**src/rtl/tile_scheduler_pkg.sv**
```systemverilog
// Shared types for the tile scheduler: FSM states and the per-tile geometry record.
package tile_pkg;
  localparam int DIM_W = 16;

  typedef enum logic [2:0] {
    S_IDLE, S_CALC, S_OFFER, S_LAUNCH, S_WAIT, S_NEXT, S_FIN
  } state_e;

  typedef struct packed {
    logic signed [DIM_W:0] in_row;
    logic signed [DIM_W:0] in_col;
    logic [DIM_W-1:0]      in_h;
    logic [DIM_W-1:0]      in_w;
    logic [DIM_W-1:0]      out_row;
    logic [DIM_W-1:0]      out_col;
    logic [DIM_W-1:0]      out_h;
    logic [DIM_W-1:0]      out_w;
  } tile_geom_t;
endpackage

```
**src/rtl/tile_geom_calc.sv**
```systemverilog
// Maps an output-tile origin plus layer config to the clipped output tile and its input window.
module tile_geom_calc
  import tile_pkg::*;
(
  input  logic [DIM_W-1:0] row0_i,
  input  logic [DIM_W-1:0] col0_i,
  input  logic [DIM_W-1:0] out_h_i,
  input  logic [DIM_W-1:0] out_w_i,
  input  logic [DIM_W-1:0] tile_h_i,
  input  logic [DIM_W-1:0] tile_w_i,
  input  logic [3:0]       k_i,
  input  logic [1:0]       stride_i,
  input  logic [3:0]       pad_i,
  output tile_geom_t       geom_o
);
  logic [DIM_W-1:0] rem_h, rem_w, eff_h, eff_w;
  logic [DIM_W:0]   row_x, col_x;

  always_comb begin
    rem_h = out_h_i - row0_i;
    rem_w = out_w_i - col0_i;
    eff_h = (tile_h_i < rem_h) ? tile_h_i : rem_h;
    eff_w = (tile_w_i < rem_w) ? tile_w_i : rem_w;
    row_x = {1'b0, row0_i} * (DIM_W+1)'(stride_i);
    col_x = {1'b0, col0_i} * (DIM_W+1)'(stride_i);

    geom_o         = '0;
    // Padding can push the window origin above/left of the image, hence the sign bit.
    geom_o.in_row  = $signed(row_x - (DIM_W+1)'(pad_i));
    geom_o.in_col  = $signed(col_x - (DIM_W+1)'(pad_i));
    geom_o.in_h    = (eff_h - DIM_W'(1)) * DIM_W'(stride_i) + DIM_W'(k_i);
    geom_o.in_w    = (eff_w - DIM_W'(1)) * DIM_W'(stride_i) + DIM_W'(k_i);
    geom_o.out_row = row0_i;
    geom_o.out_col = col0_i;
    geom_o.out_h   = eff_h;
    geom_o.out_w   = eff_w;
  end
endmodule

```
**src/rtl/tile_scheduler.sv**
```systemverilog
// Walks output tiles in raster order, offers each tile's geometry, launches the reader and waits for it.
module tile_scheduler #(
  parameter int DIM_W  = 16,
  parameter int ADDR_W = 32
) (
  input  logic                    clk,
  input  logic                    rst_n,
  input  logic                    start,
  input  logic [DIM_W-1:0]        cfg_img_h,
  input  logic [DIM_W-1:0]        cfg_img_w,
  input  logic [ADDR_W-1:0]       cfg_base_addr,
  input  logic [DIM_W-1:0]        cfg_out_h,
  input  logic [DIM_W-1:0]        cfg_out_w,
  input  logic [DIM_W-1:0]        cfg_tile_h,
  input  logic [DIM_W-1:0]        cfg_tile_w,
  input  logic [3:0]              cfg_k,
  input  logic [1:0]              cfg_stride,
  input  logic [3:0]              cfg_pad,
  output logic                    rd_start,
  output logic [DIM_W-1:0]        rd_img_h,
  output logic [DIM_W-1:0]        rd_img_w,
  output logic [ADDR_W-1:0]       rd_base_addr,
  output logic signed [DIM_W:0]   rd_tile_in_row,
  output logic signed [DIM_W:0]   rd_tile_in_col,
  output logic [DIM_W-1:0]        rd_tile_in_h,
  output logic [DIM_W-1:0]        rd_tile_in_w,
  input  logic                    rd_done,
  output logic                    tile_valid,
  input  logic                    tile_ready,
  output logic [DIM_W-1:0]        tile_out_row,
  output logic [DIM_W-1:0]        tile_out_col,
  output logic [DIM_W-1:0]        tile_out_h,
  output logic [DIM_W-1:0]        tile_out_w,
  output logic [DIM_W-1:0]        tile_idx,
  output logic                    busy,
  output logic                    done
);
  import tile_pkg::*;

  state_e            state_q;
  logic [DIM_W-1:0]  img_h_q, img_w_q, out_h_q, out_w_q, tile_h_q, tile_w_q;
  logic [ADDR_W-1:0] base_q;
  logic [3:0]        k_q, pad_q;
  logic [1:0]        stride_q;
  logic [DIM_W-1:0]  row0_q, col0_q, idx_q;
  tile_geom_t        geom_q, geom_d;
  logic              tile_valid_q, rd_start_q, done_q;
  logic [DIM_W:0]    row_sum, col_sum;
  logic              cfg_empty;

  tile_geom_calc u_calc (
    .row0_i   (row0_q),
    .col0_i   (col0_q),
    .out_h_i  (out_h_q),
    .out_w_i  (out_w_q),
    .tile_h_i (tile_h_q),
    .tile_w_i (tile_w_q),
    .k_i      (k_q),
    .stride_i (stride_q),
    .pad_i    (pad_q),
    .geom_o   (geom_d)
  );

  assign row_sum   = {1'b0, row0_q} + {1'b0, tile_h_q};
  assign col_sum   = {1'b0, col0_q} + {1'b0, tile_w_q};
  assign cfg_empty = (cfg_out_h == '0) || (cfg_out_w == '0) ||
                     (cfg_tile_h == '0) || (cfg_tile_w == '0);

  // tile_valid is held until tile_ready is seen high on a clock edge; geometry stays frozen until the reader finishes.
  always_ff @(posedge clk or negedge rst_n) begin
    if (!rst_n) begin
      state_q      <= S_IDLE;
      img_h_q      <= '0;  img_w_q  <= '0;  base_q   <= '0;
      out_h_q      <= '0;  out_w_q  <= '0;
      tile_h_q     <= '0;  tile_w_q <= '0;
      k_q          <= '0;  stride_q <= '0;  pad_q    <= '0;
      row0_q       <= '0;  col0_q   <= '0;  idx_q    <= '0;
      geom_q       <= '0;
      tile_valid_q <= 1'b0;
      rd_start_q   <= 1'b0;
      done_q       <= 1'b0;
    end else begin
      rd_start_q <= 1'b0;
      done_q     <= 1'b0;
      case (state_q)
        S_IDLE: if (start) begin
          img_h_q  <= cfg_img_h;   img_w_q  <= cfg_img_w;   base_q <= cfg_base_addr;
          out_h_q  <= cfg_out_h;   out_w_q  <= cfg_out_w;
          tile_h_q <= cfg_tile_h;  tile_w_q <= cfg_tile_w;
          k_q      <= cfg_k;       stride_q <= cfg_stride;  pad_q  <= cfg_pad;
          row0_q   <= '0;          col0_q   <= '0;          idx_q  <= '0;
          if (cfg_empty) begin
            state_q <= S_FIN;
            done_q  <= 1'b1;
          end else begin
            state_q <= S_CALC;
          end
        end
        S_CALC: begin
          geom_q       <= geom_d;
          tile_valid_q <= 1'b1;
          state_q      <= S_OFFER;
        end
        S_OFFER: if (tile_ready) begin
          tile_valid_q <= 1'b0;
          rd_start_q   <= 1'b1;
          state_q      <= S_LAUNCH;
        end
        S_LAUNCH: state_q <= S_WAIT;
        S_WAIT:   if (rd_done) state_q <= S_NEXT;
        S_NEXT: begin
          idx_q <= idx_q + DIM_W'(1);
          if (col_sum < {1'b0, out_w_q}) begin
            col0_q  <= col_sum[DIM_W-1:0];
            state_q <= S_CALC;
          end else begin
            col0_q <= '0;
            if (row_sum < {1'b0, out_h_q}) begin
              row0_q  <= row_sum[DIM_W-1:0];
              state_q <= S_CALC;
            end else begin
              state_q <= S_FIN;
              done_q  <= 1'b1;
            end
          end
        end
        S_FIN:   state_q <= S_IDLE;
        default: state_q <= S_IDLE;
      endcase
    end
  end

  assign rd_start       = rd_start_q;
  assign rd_img_h       = img_h_q;
  assign rd_img_w       = img_w_q;
  assign rd_base_addr   = base_q;
  assign rd_tile_in_row = geom_q.in_row;
  assign rd_tile_in_col = geom_q.in_col;
  assign rd_tile_in_h   = geom_q.in_h;
  assign rd_tile_in_w   = geom_q.in_w;
  assign tile_valid     = tile_valid_q;
  assign tile_out_row   = geom_q.out_row;
  assign tile_out_col   = geom_q.out_col;
  assign tile_out_h     = geom_q.out_h;
  assign tile_out_w     = geom_q.out_w;
  assign tile_idx       = idx_q;
  assign busy           = (state_q != S_IDLE);
  assign done           = done_q;
endmodule

```
**config.mk**
```make
export PLATFORM = sky130hd
export DESIGN_NAME = tile_scheduler
export DESIGN_NICKNAME = d
export VERILOG_FILES = /design/src/rtl/tile_scheduler_pkg.sv /design/src/rtl/tile_geom_calc.sv /design/src/rtl/tile_scheduler.sv
export SDC_FILE = /design/constraint.sdc
export NUM_CORES = 1
export LEC_CHECK = 0
export ABC_AREA = 1
export CAP_MARGIN = 20
export CORE_ASPECT_RATIO = 2
export CORE_UTILIZATION = 55
export DETAILED_ROUTE_END_ITERATION = 8
export PLACE_DENSITY = 0.82
export SYNTH_ARGS = -nofsm -noshare
export SYNTH_HDL_FRONTEND = slang
export SYNTH_SLANG_ARGS = --single-unit
```
**constraint.sdc**
```tcl
create_clock -name clk -period 7.4 [get_ports clk]
set_input_delay 1.48 -clock clk [delete_from_list [all_inputs] [get_ports clk]]
set_output_delay 1.48 -clock clk [all_outputs]
set_load 0.01 [all_outputs]
```
; ---- Yosys cells after proc, flatten, opt, wreduce, memory -nomap -nowiden
; Cells that the tools add are included.
; Widths: inputs -> output; s select.
[word_totals]
ff_bits = 322
inputBits = 143
out_inout_bits = 214
wordCells = 95
[classes]
addsub = 11
multipliers = 4
order_cmp = 4
n_eq_ne = 10
mux = 25
n_reduce_logical = 16
[ops]
columns = cell, count
row1 = $mux 16, 6
row2 = $pmux 16 s2, 3
row3 = $logic_not 16->1, 4
row4 = $add 16x16->17, 2
row5 = $lt 17x16->1, 2
row6 = $mul 16x2->17, 2
row7 = $sub 17x4->17, 2
row8 = $add 16x4->16, 2
row9 = $lt 16x16->1, 2
row10 = $mul 16x2->16, 2
row11 = $sub 16x1->16 const B, 2
row12 = $sub 16x16->16, 2
row13 = $mux 3, 6
row14 = $pmux 3 s6, 1
row15 = $add 16x1->16 const B, 1
row16 = $ne 2x2->1 const B, 5
row17 = $mux 1, 7
row18 = $eq 3x2->1 const B, 2
row19 = $eq 3x3->1 const B, 2
row20 = $reduce_and 2->1, 3
row21 = $pmux 1 s2, 2
row22 = $reduce_and 4->1, 1
row23 = $reduce_bool 2->1, 2
row24 = $eq 3x1->1 const B, 1
row25 = 4 further kinds, 6

; ---- Longest topological paths before layout
; Gate-level depths: netlist (run 1).
[depth]
word_depth = 7
depth_mapped = 51
mapped_depth_nobuf = 50

; ---- Cells and area by module
; From an unflattened synthesis (run 1), not the netlist that was laid out.
[hier_totals]
hier_cells = 3032
area_unflattened_um2 = 22495.3
[modules_own_cells]
columns = mod, n_inst, cells_per_inst, area_each_um2, seq_area_each_um2
row1 = tile_scheduler, 1, 1759, 14631.5, 8057.7
row2 = tile_geom_calc, 1, 1273, 7863.8, 0.0

; ---- Least setup slack after synthesis (run 1)
; Ideal clock, no wire load.
[synth_path]
path_kind = register to register
from = register row0_q[2]
to = register geom_q (netlist bit rd_tile_in_h[15])
setup_time_ns = 0.117
arrival_time_ns = 6.222
required_ns = 7.283
setup_slack_ns = 1.061
stages_incl_launch_ff = 48
path_buffers = 1
synth_period_minus_slack_ns = 6.339
cell_sequence = dfrtp_1 -> inv_1 -> ha_1 -> a21oi_1 -> nand2_1 -> nand3_1 -> nand3_1 -> nand3_1 -> nand2_1 -> nand2_1 -> nand2_1 -> a21oi_1 -> xor2_1 -> inv_1 -> ha_1 -> nand2_1 -> inv_1 -> nand3_1 -> [... 12 more ...] -> fa_1 -> nand3b_1 -> nand2_1 -> nand2_1 -> nand2_1 -> a21oi_1 -> o21ai_0 -> a21oi_1 -> o21bai_1 -> nand3_1 -> o211ai_1 -> nand2_1 -> nand2_1 -> nand3_1 -> nand2_1 -> nand2_1 -> nand3_1 -> nand2_1
[synth_between]
elab_chain_len = 6
[synth_lines]
columns = element, line
row1 = start: declaration, tile_scheduler.sv:45  ; logic [DIM_W-1:0] row0_q, col0_q, idx_q;
row2 = start signal: assignment, tile_scheduler.sv:119  ; row0_q <= row_sum[DIM_W-1:0];
row3 = $sub 16x16->16 *, tile_geom_calc.sv:20  ; rem_h = out_h_i - row0_i;
row4 = $lt 16x16->1, tile_geom_calc.sv:22  ; eff_h = (tile_h_i < rem_h) ? tile_h_i : rem_h;
row5 = $mux 16 *, tile_geom_calc.sv:22
row6 = $sub 16x1->16 *, tile_geom_calc.sv:31  ; geom_o.in_h = (eff_h - DIM_W'(1)) * DIM_W'(stride_i) + DIM_W'(k_i);
row7 = $mul 16x2->16 *, tile_geom_calc.sv:31
row8 = $add 16x4->16 *, tile_geom_calc.sv:31
row9 = end signal: assignment, tile_scheduler.sv:100  ; geom_q <= geom_d;
row10 = end: declaration, tile_scheduler.sv:46  ; tile_geom_t geom_q, geom_d;
; Mark *: on every way between the ends. The rest lies on a longest branch, timed or not.
; A chain may end at the register's enable or synchronous reset.

; ---- Final worst setup path (run 1)
[layout_path]
from = register row0_q[8]
to = register geom_q (netlist bit rd_tile_in_h[15])
; Same word-level chain as after synthesis.

==> flow_summary.ini, run 1 <==
[floorplanning]
die_w_um = 142
total_die_area_um2 = 39800
core-area_um2 = 38500
core.rowCount = 102
io_pins = 357
starting_density_pct = 55.6
fp.dieH_um = 281

[place]
placement_setup_slack_ps = 94.3
post-dp-hpwl_mm = 49.6
buffer_ports.inserted = 356
dpl.cell_count = 3534
place_congestion = 0.985

[clock_tree]
cts_tree = yes
clockBufferDepth = 3
clk_latency_ps = 590
clock_tree.root_cell = sky130_fd_sc_hd__clkbuf_16
cts_max_level = 1
cts_buffers = 31
clkSlewWorstSetupHoldPaths_ps = 70
sink_count = 322

[final_layout]
syn2layout_area_growth_pct = 24.8
post-route-util_pct = 69.4
layout.area.seq_um2 = 8060
layout-drive-gt1-share_pct = 5.29
num-fill-cells = 3161
multi_input_comb_area_um2 = 11800
num_antenna_cells = 0
layout_commonest_cell = sky130_fd_sc_hd__nand2_1
largest_register_ff_count = 32
nets = 3450
most_frequent_cells_in_the_layout = sky130_fd_sc_hd__nand2_1 (767), sky130_fd_sc_hd__clkdlybuf4s50_1 (355), sky130_fd_sc_hd__inv_1 (337)
fin_cells = 3600

[yosys]
synth_area_per_cell_um2 = 7.85
synthCells = 2729
synth.net_count = 3123
part_of_the_yosys_area_used_for_sequential_elements_pct = 37.6
mappedNetlistArea_um2 = 21400
post_synth_num_cell_types = 53
postSynth.asyncResetShare_pct = 100
synth_warnings = 0
postSynth.topFlopCell = sky130_fd_sc_hd__dfrtp_1
postSynthRegisterBits = 322
synth_edf_count = 0

[critical_path]
worstPathMaxFanout = 13
worstPathRequired_ps = 7860
worstPathBufferInverterCount = 5
arrival_time_of_the_worst_setup_path_ps = 7340
crit_path_end_kind = flip-flop
cp_num_cells = 45
cp_slowest_cell = sky130_fd_sc_hd__fa_1
critPathMaxStageDelay_ps = 500
critPathKind = reg -> reg
critPathTopFamily = simple AND/OR/NAND/NOR gates
cp_common_cell = sky130_fd_sc_hd__nand2_1
startpoint_type = flip-flop
ff2ff_path_depth = 45

[timing]
final_critical_path_share_of_the_clock_period_pct = 92.9
clock_skew_ps = 21.1
clock.fmax_ghz = 0.145
final_critical_path_setup_slack_ps = 527
finalCriticalPeriod_ps = 6870
final_report_setup_violation_count = 0
worst_slew_pin_slew_ps = 985
rsz0062_at_grt = yes
totalNegativeSetupSlack_ps = 0
report.final.hold_viol_count = 0
max_slew_margin_vs_limit_pct = 34.2
slew_violations = 0

[run]
maxCapViolations = 0

[status]
outcome = complete, no violations

[global_routing]
grt_pass1_vias = 20100
initial_antenna_violation_count = 0
grt_first_pass_wirelength_mm = 103
gr-total-overflow = 0
gr-usage-all-layers_pct = 32.9
grt_max_degree = 205

[route]
drt-vias-per-instance = 5.48
route.vias.total = 19700
detailedRoute.firstIterationViolations = 1202
detail-route-antenna-nets = 0
drc = 0
dr.pass1.iters = 5
drt_wl_total_mm = 64.4
post_detailed_route_wirelength_per_cell_um = 17.9

[worst_hold_path]
type_of_the_worst_min_delay_path = reg -> reg
timing.hold.worst_path_depth = 2
[timing repair]
| item | CTS | global route |
|---|---|---|
| buffers inserted | 0 | 8 |
| hold buffers | 0 | 0 |
| setup endpoints to repair | 0 | 7 |
| resized for setup | 0 | 22 |
[cell type report]
class,instances,share of cell area [%]
well taps,520,2.43
repair buffers,380,14.1
inverters,345,4.86
flip-flops and latches,322,30.1
multi-input cells,1976,44.1
clock buffers,39,3.20
clock inverters,18,1.18
[cells in the mapped netlist, types with 3 or more instances]
cell type | n | share of area (%)
sky130_fd_sc_hd__dfrtp_1 | 322 | 38
sky130_fd_sc_hd__nand3_1 | 98 | 2.3
sky130_fd_sc_hd__buf_2 | 4 | 0.093
sky130_fd_sc_hd__buf_1 | 8 | 0.14
sky130_fd_sc_hd__o2111ai_1 | 3 | 0.12
sky130_fd_sc_hd__xor2_1 | 90 | 3.7
sky130_fd_sc_hd__nor2_1 | 131 | 2.3
sky130_fd_sc_hd__or2_2 | 3 | 0.088
sky130_fd_sc_hd__inv_1 | 340 | 6.0
sky130_fd_sc_hd__nor4_1 | 17 | 0.50
sky130_fd_sc_hd__buf_4 | 5 | 0.18
sky130_fd_sc_hd__o211ai_1 | 5 | 0.18
sky130_fd_sc_hd__a21o_1 | 6 | 0.21
sky130_fd_sc_hd__nand2_2 | 17 | 0.50
sky130_fd_sc_hd__clkbuf_1 | 67 | 1.2
sky130_fd_sc_hd__a21oi_1 | 130 | 3.0
sky130_fd_sc_hd__nand3_2 | 12 | 0.56
sky130_fd_sc_hd__nand3b_1 | 4 | 0.14
sky130_fd_sc_hd__buf_6 | 3 | 0.16
sky130_fd_sc_hd__nor3_1 | 22 | 0.51
sky130_fd_sc_hd__o21ai_2 | 4 | 0.16
sky130_fd_sc_hd__a211oi_1 | 4 | 0.14
sky130_fd_sc_hd__nor2_4 | 6 | 0.32
sky130_fd_sc_hd__mux2i_1 | 3 | 0.14
sky130_fd_sc_hd__nand4_1 | 21 | 0.61
sky130_fd_sc_hd__xnor2_1 | 31 | 1.3
sky130_fd_sc_hd__nor2_2 | 10 | 0.29
sky130_fd_sc_hd__ha_1 | 231 | 13
sky130_fd_sc_hd__o21a_1 | 5 | 0.18
sky130_fd_sc_hd__clkinv_1 | 3 | 0.053
sky130_fd_sc_hd__o21bai_1 | 20 | 0.70
sky130_fd_sc_hd__o22ai_1 | 11 | 0.32
sky130_fd_sc_hd__o21ai_1 | 7 | 0.16
sky130_fd_sc_hd__o21ai_0 | 259 | 6.0
sky130_fd_sc_hd__nand2_1 | 769 | 13
sky130_fd_sc_hd__o31ai_1 | 7 | 0.25
sky130_fd_sc_hd__and2_1 | 3 | 0.088
sky130_fd_sc_hd__a31oi_1 | 8 | 0.23
sky130_fd_sc_hd__fa_1 | 20 | 1.9
[stage by stage]
stage / instance area (um2) / hold WS (ps)
global route: 26700 / 493
finish: 26700 / 471
CTS: 26600 / 474
detailed placement: 25400 / 458
floorplan: 21400 / 476
global placement: 25400 / 453
[tightest hold or removal path, delay by kind of cell (launching register included)]
family           cells  cell delay, ps
DFF                  1             340
and+or+nand+nor      2             100
[final timing paths]
kind | startpoint | endpoint | slack [ps]
worst max-delay path | row0_q[8] | rd_tile_in_h[15] | 530
worst min-delay path | rd_base_addr[17] | rd_base_addr[17] | 470
worst max register to register | row0_q[8] | rd_tile_in_h[15] | 530
worst min register to register | rd_base_addr[17] | rd_base_addr[17] | 470
max in group asynchronous | rst_n | row0_q[1] | 5020
min in group asynchronous | rst_n | rd_img_h[2] | 900
[cell families (layout without fill, tap and decap cells)]
group	after synthesis	in the layout	share of synthesized area, %
buffers and inverters	432	782	7.78
flip-flops	322	322	37.6
XOR/XNOR	121	121	4.94
AND/OR/NAND/NOR	1119	1120	21.9
adder cells (fa/ha/maj)	251	251	15.4
AO/OA/AOI/OAI	481	481	12.2
multiplexers	3	3	0.140
[routing by layer]
metal,global-route usage (%),wire length [um],vias up
met5,0,0,-
met4,18.6,3710,0
met3,5.37,4230,182
met2,60.0,33200,796
met1,35.7,23300,9241
li1,-,-,9496
Power of run 1 is not shown: default switching activity piles up to over one toggle a cycle in this logic, so the estimate is an artifact.
==> run 2: changes to the inputs <==
- CORE_UTILIZATION: 55 -> 59
- PLACE_DENSITY: 0.82 -> 0.87
- clock period: 7.4 -> 8.6 ns (I/O delays scaled with it)
==> flow_summary.ini, run 2 (synthesis results as in run 1) <==
[timing]
clock.fmax_ghz = 0.137
final_report_setup_violation_count = 0
max_slew_margin_vs_limit_pct = 28.0
worst_slew_pin_slew_ps = 1080
final_critical_path_share_of_the_clock_period_pct = 84.8
rsz0062_at_grt = no
finalCriticalPeriod_ps = 7290
totalNegativeSetupSlack_ps = 0
clock_skew_ps = 13.7
final_critical_path_setup_slack_ps = 1310
report.final.hold_viol_count = 0
slew_violations = 0

[clock_tree]
clk_latency_ps = 590
cts_tree = yes
cts-hold-fix-buffers = 0
clkSlewWorstSetupHoldPaths_ps = 70
postCtsResizedCells = 0
post_cts.repair.setup_buffers = 0
clockBufferDepth = 3
sink_count = 322
clock_tree.root_cell = sky130_fd_sc_hd__clkbuf_16
cts_max_level = 1
cts_buffers = 31

[floorplanning]
io_pins = 357
die_w_um = 137
total_die_area_um2 = 37100
fp.dieH_um = 272
starting_density_pct = 59.9
core.rowCount = 98
core-area_um2 = 35800

[critical_path]
critPathTopFamily = simple AND/OR/NAND/NOR gates
worstPathMaxFanout = 25
worstPathRequired_ps = 9070
cp_slowest_cell = sky130_fd_sc_hd__fa_1
crit_path_end_kind = flip-flop
worstPathBufferInverterCount = 4
startpoint_type = flip-flop
cp_common_cell = sky130_fd_sc_hd__nand2_1
arrival_time_of_the_worst_setup_path_ps = 7760
critPathMaxStageDelay_ps = 520
critPathKind = reg -> reg

[place]
post-dp-hpwl_mm = 50.3
place_congestion = 0.984
placement_setup_slack_ps = 1420
dpl.cell_count = 3461
buffer_ports.inserted = 356

[final_layout]
most_frequent_cells_in_the_layout = sky130_fd_sc_hd__nand2_1 (769), sky130_fd_sc_hd__clkdlybuf4s50_1 (355), sky130_fd_sc_hd__inv_1 (338)
layout-drive-gt1-share_pct = 4.18
largest_register_ff_count = 32
post-route-util_pct = 73.7
fin_cells = 3514
layout_commonest_cell = sky130_fd_sc_hd__nand2_1
num_antenna_cells = 0
syn2layout_area_growth_pct = 23.2
nets = 3438

[route]
drt_wl_total_mm = 65.0
detailedRoute.firstIterationViolations = 1248
drt-vias-per-instance = 5.70
route.vias.total = 20000
detail-route-antenna-nets = 0
post_detailed_route_wirelength_per_cell_um = 18.5
dr.pass1.iters = 6
drc = 0

[worst_hold_path]
type_of_the_worst_min_delay_path = reg -> reg

[global_routing]
gr-total-overflow = 0
busiest_layer = met2
grt_pass1_vias = 20700
grt_max_degree = 171
grt_first_pass_wirelength_mm = 104
grt_use_met1_pct = 39.0
gr-usage-all-layers_pct = 35.8
grtUsageMet2_pct = 64.1
initial_antenna_violation_count = 0
grtUsageMet3_pct = 5.64

[status]
outcome = complete, no violations

[run]
maxCapViolations = 0
run 2: cell count changes in the layout (fill, tap and decap cells not counted), moves of 4 or more:
| cell | previous run | this run |
|---|---|---|
| sky130_fd_sc_hd__buf_4 | 23 | 12 |
| sky130_fd_sc_hd__clkinvlp_4 | 4 | 0 |
| sky130_fd_sc_hd__o21ai_1 | 12 | 7 |
| sky130_fd_sc_hd__ha_1 | 227 | 231 |
| sky130_fd_sc_hd__o21ai_0 | 253 | 259 |
| sky130_fd_sc_hd__ha_2 | 4 | 0 |
| sky130_fd_sc_hd__clkbuf_1 | 3 | 7 |
run 2: final timing paths:
| kind | startpoint | end | slack (ps) | depth (start not counted) |
|---|---|---|---|---|
| worst min register to register | rd_img_h[15] | rd_img_h[15] | 470 | 2 |
| worst max-delay path | row0_q[2] | rd_tile_in_h[15] | 1310 | 45 |
| min in group asynchronous | rst_n | rd_img_w[8] | 1120 | 1 |
| max in group asynchronous | rst_n | tile_out_w[7] | 6010 | 2 |
| worst max register to register | row0_q[2] | rd_tile_in_h[15] | 1310 | 45 |
| worst min-delay path | rd_img_h[15] | rd_img_h[15] | 470 | 2 |
run 2: stage by stage:
| step | hold slack (ps) | area, um2 |
|---|---|---|
| 2_1_floorplan | 476 | 21400 |
| 3_3_place_gp | 452 | 25300 |
| 3_5_place_dp | 460 | 25300 |
| 4_1_cts | 478 | 26400 |
| 5_1_grt | 496 | 26400 |
| 6_report | 473 | 26400 |
run 2: final cells by class:
class | instances | area [um2]
Sequential cell | 322 | 8060
Tap cell | 450 | 563
Timing Repair Buffer | 369 | 3680
Fill cell | 2737 | 9410
Multi-Input combinational cell | 1975 | 11700
Inverter | 345 | 1300
Clock inverter | 10 | 204
Clock buffer | 43 | 871
run 2: routing by layer:
metal | vias to the layer above | share of wire (%)
met5 | - | 0
met4 | 0 | 6.5
met3 | 240 | 6.6
met2 | 893 | 51
met1 | 9421 | 36
li1 | 9475 | -
run 2: tightest hold or removal path, stage by stage, from the launching register on:
cell and delay, ps:
sky130_fd_sc_hd__dfrtp_1 350, sky130_fd_sc_hd__nand2_1 50, sky130_fd_sc_hd__nand2_1 40
Power of run 2 is left out for the same reason.
==> run 3: changes to the inputs <==
- CORE_UTILIZATION: 59 -> 55
- PLACE_DENSITY: 0.87 -> 0.82
- clock period: 8.6 -> 7.2 ns (I/O delays scaled with it)
==> flow_summary.ini, run 3 (synthesis results as in run 1) <==
[critical_path]
reg2reg_setup_slack_ps = 450
ff2ff_path_depth = 47
cp_common_cell = sky130_fd_sc_hd__nand2_1
crit_path_end_kind = flip-flop
critPathMaxStageDelay_ps = 490
critPathKind = reg -> reg
cp_slowest_cell = sky130_fd_sc_hd__fa_1
r2r-start = col0_q[6]
worstPathRequired_ps = 7680
r2r_end = rd_tile_in_w[15]
worstPathMaxFanout = 6
arrival_time_of_the_worst_setup_path_ps = 7230
startpoint_type = flip-flop

[route]
drt_wl_total_mm = 64.1
detailedRoute.firstIterationViolations = 1055
drc = 0
drt-vias-per-instance = 5.51
dr.pass1.iters = 6
post_detailed_route_wirelength_per_cell_um = 17.8
detail-route-antenna-nets = 0
route.vias.total = 19800

[place]
post-dp-hpwl_mm = 49.5
buffer_ports.inserted = 356
place_congestion = 0.992
dpl.cell_count = 3537

[final_layout]
largest_register_ff_count = 32
num-fill-cells = 3156
fin_cells = 3602
num_antenna_cells = 0
layout_commonest_cell = sky130_fd_sc_hd__nand2_1
syn2layout_area_growth_pct = 24.7
layout.area.seq_um2 = 8060
post-route-util_pct = 69.3
layout-drive-gt1-share_pct = 5.94
nets = 3455
multi_input_comb_area_um2 = 11800
most_frequent_cells_in_the_layout = sky130_fd_sc_hd__nand2_1 (767), sky130_fd_sc_hd__clkdlybuf4s50_1 (355), sky130_fd_sc_hd__inv_1 (338)

[floorplanning]
core-area_um2 = 38500
io_pins = 357
die_w_um = 142
core.rowCount = 102
starting_density_pct = 55.6
total_die_area_um2 = 39800
fp.dieH_um = 281

[clock_tree]
clock_tree.root_cell = sky130_fd_sc_hd__clkbuf_16
clockBufferDepth = 3
cts_max_level = 1
sink_count = 322
cts_buffers = 31
cts_tree = yes
clkSlewWorstSetupHoldPaths_ps = 70
clk_latency_ps = 590
cts-hold-fix-buffers = 0

[worst_hold_path]
type_of_the_worst_min_delay_path = reg -> reg
hp-start = rd_base_addr[17]
hold_path_end = rd_base_addr[17]
timing.hold.worst_path_depth = 2

[global_routing]
gr-usage-all-layers_pct = 32.3
grt_pass1_vias = 20100
initial_antenna_violation_count = 0
gr-total-overflow = 0
grt_first_pass_wirelength_mm = 101
grt_max_degree = 205

[run]
maxCapViolations = 0

[timing]
final_report_setup_violation_count = 0
finalCriticalPeriod_ps = 6750
totalNegativeSetupSlack_ps = 0
max_slew_margin_vs_limit_pct = 36.6
slew_violations = 0
clock.fmax_ghz = 0.148
report.final.hold_viol_count = 0
worst_slew_pin_slew_ps = 949
clock_skew_ps = 23.2
final_critical_path_share_of_the_clock_period_pct = 93.7

[status]
outcome = complete, no violations
run 3: worst max path at each step:
stage	startpoint	endpoint	slack, ps
after global routing	col0_q[10]	rd_tile_in_w[15]	-80
after global placement	row0_q[2]	rd_tile_in_h[15]	430
after CTS	row0_q[2]	rd_tile_in_h[15]	240
after floorplan	row0_q[2]	rd_tile_in_h[15]	860
after detailed placement	row0_q[2]	rd_tile_in_h[15]	250
final	col0_q[6]	rd_tile_in_w[15]	450
run 3: worst max-delay path, delay by kind of cell, from the launching register on:
kind / cells / cell delay (ps)
compound gates: 10 / 1310
xor+xnor: 2 / 400
fa+ha+maj: 5 / 1840
buf+inv: 4 / 330
flops: 1 / 420
simple gates: 26 / 2330
run 3: what timing repair did:
item                                    CTS  global route
hold endpoints to repair                  0             0
buffers inserted                          0            11
gates resized for setup                   0            40
endpoints found under the setup margin    0             6
run 3: stage by stage:
step | cell area [um2] | hold WS [ps] | setup WS (ps)
6_report | 26700 | 470 | 452
5_1_grt | 26700 | 496 | -75.4
4_1_cts | 26500 | 473 | 235
3_5_place_dp | 25500 | 458 | 254
3_3_place_gp | 25500 | 453 | 435
2_1_floorplan | 21400 | 476 | 861
run 3: metal layers:
layer  GRT usage (%)  wire (um)
met2            57.2      31700
met1            34.7      23300
met5               0          0
met4            21.4       4590
met3            6.13       4490
run 3: layout make-up:
type	instances	share of cell area [%]
timing repair buffer	386	14.3
tap	520	2.43
multi-input combinational	1975	44.3
clock inverter	11	0.538
clock buffer	43	3.45
sequential	322	30.2
inverter	345	4.86
Power of run 3 is left out for the same reason.
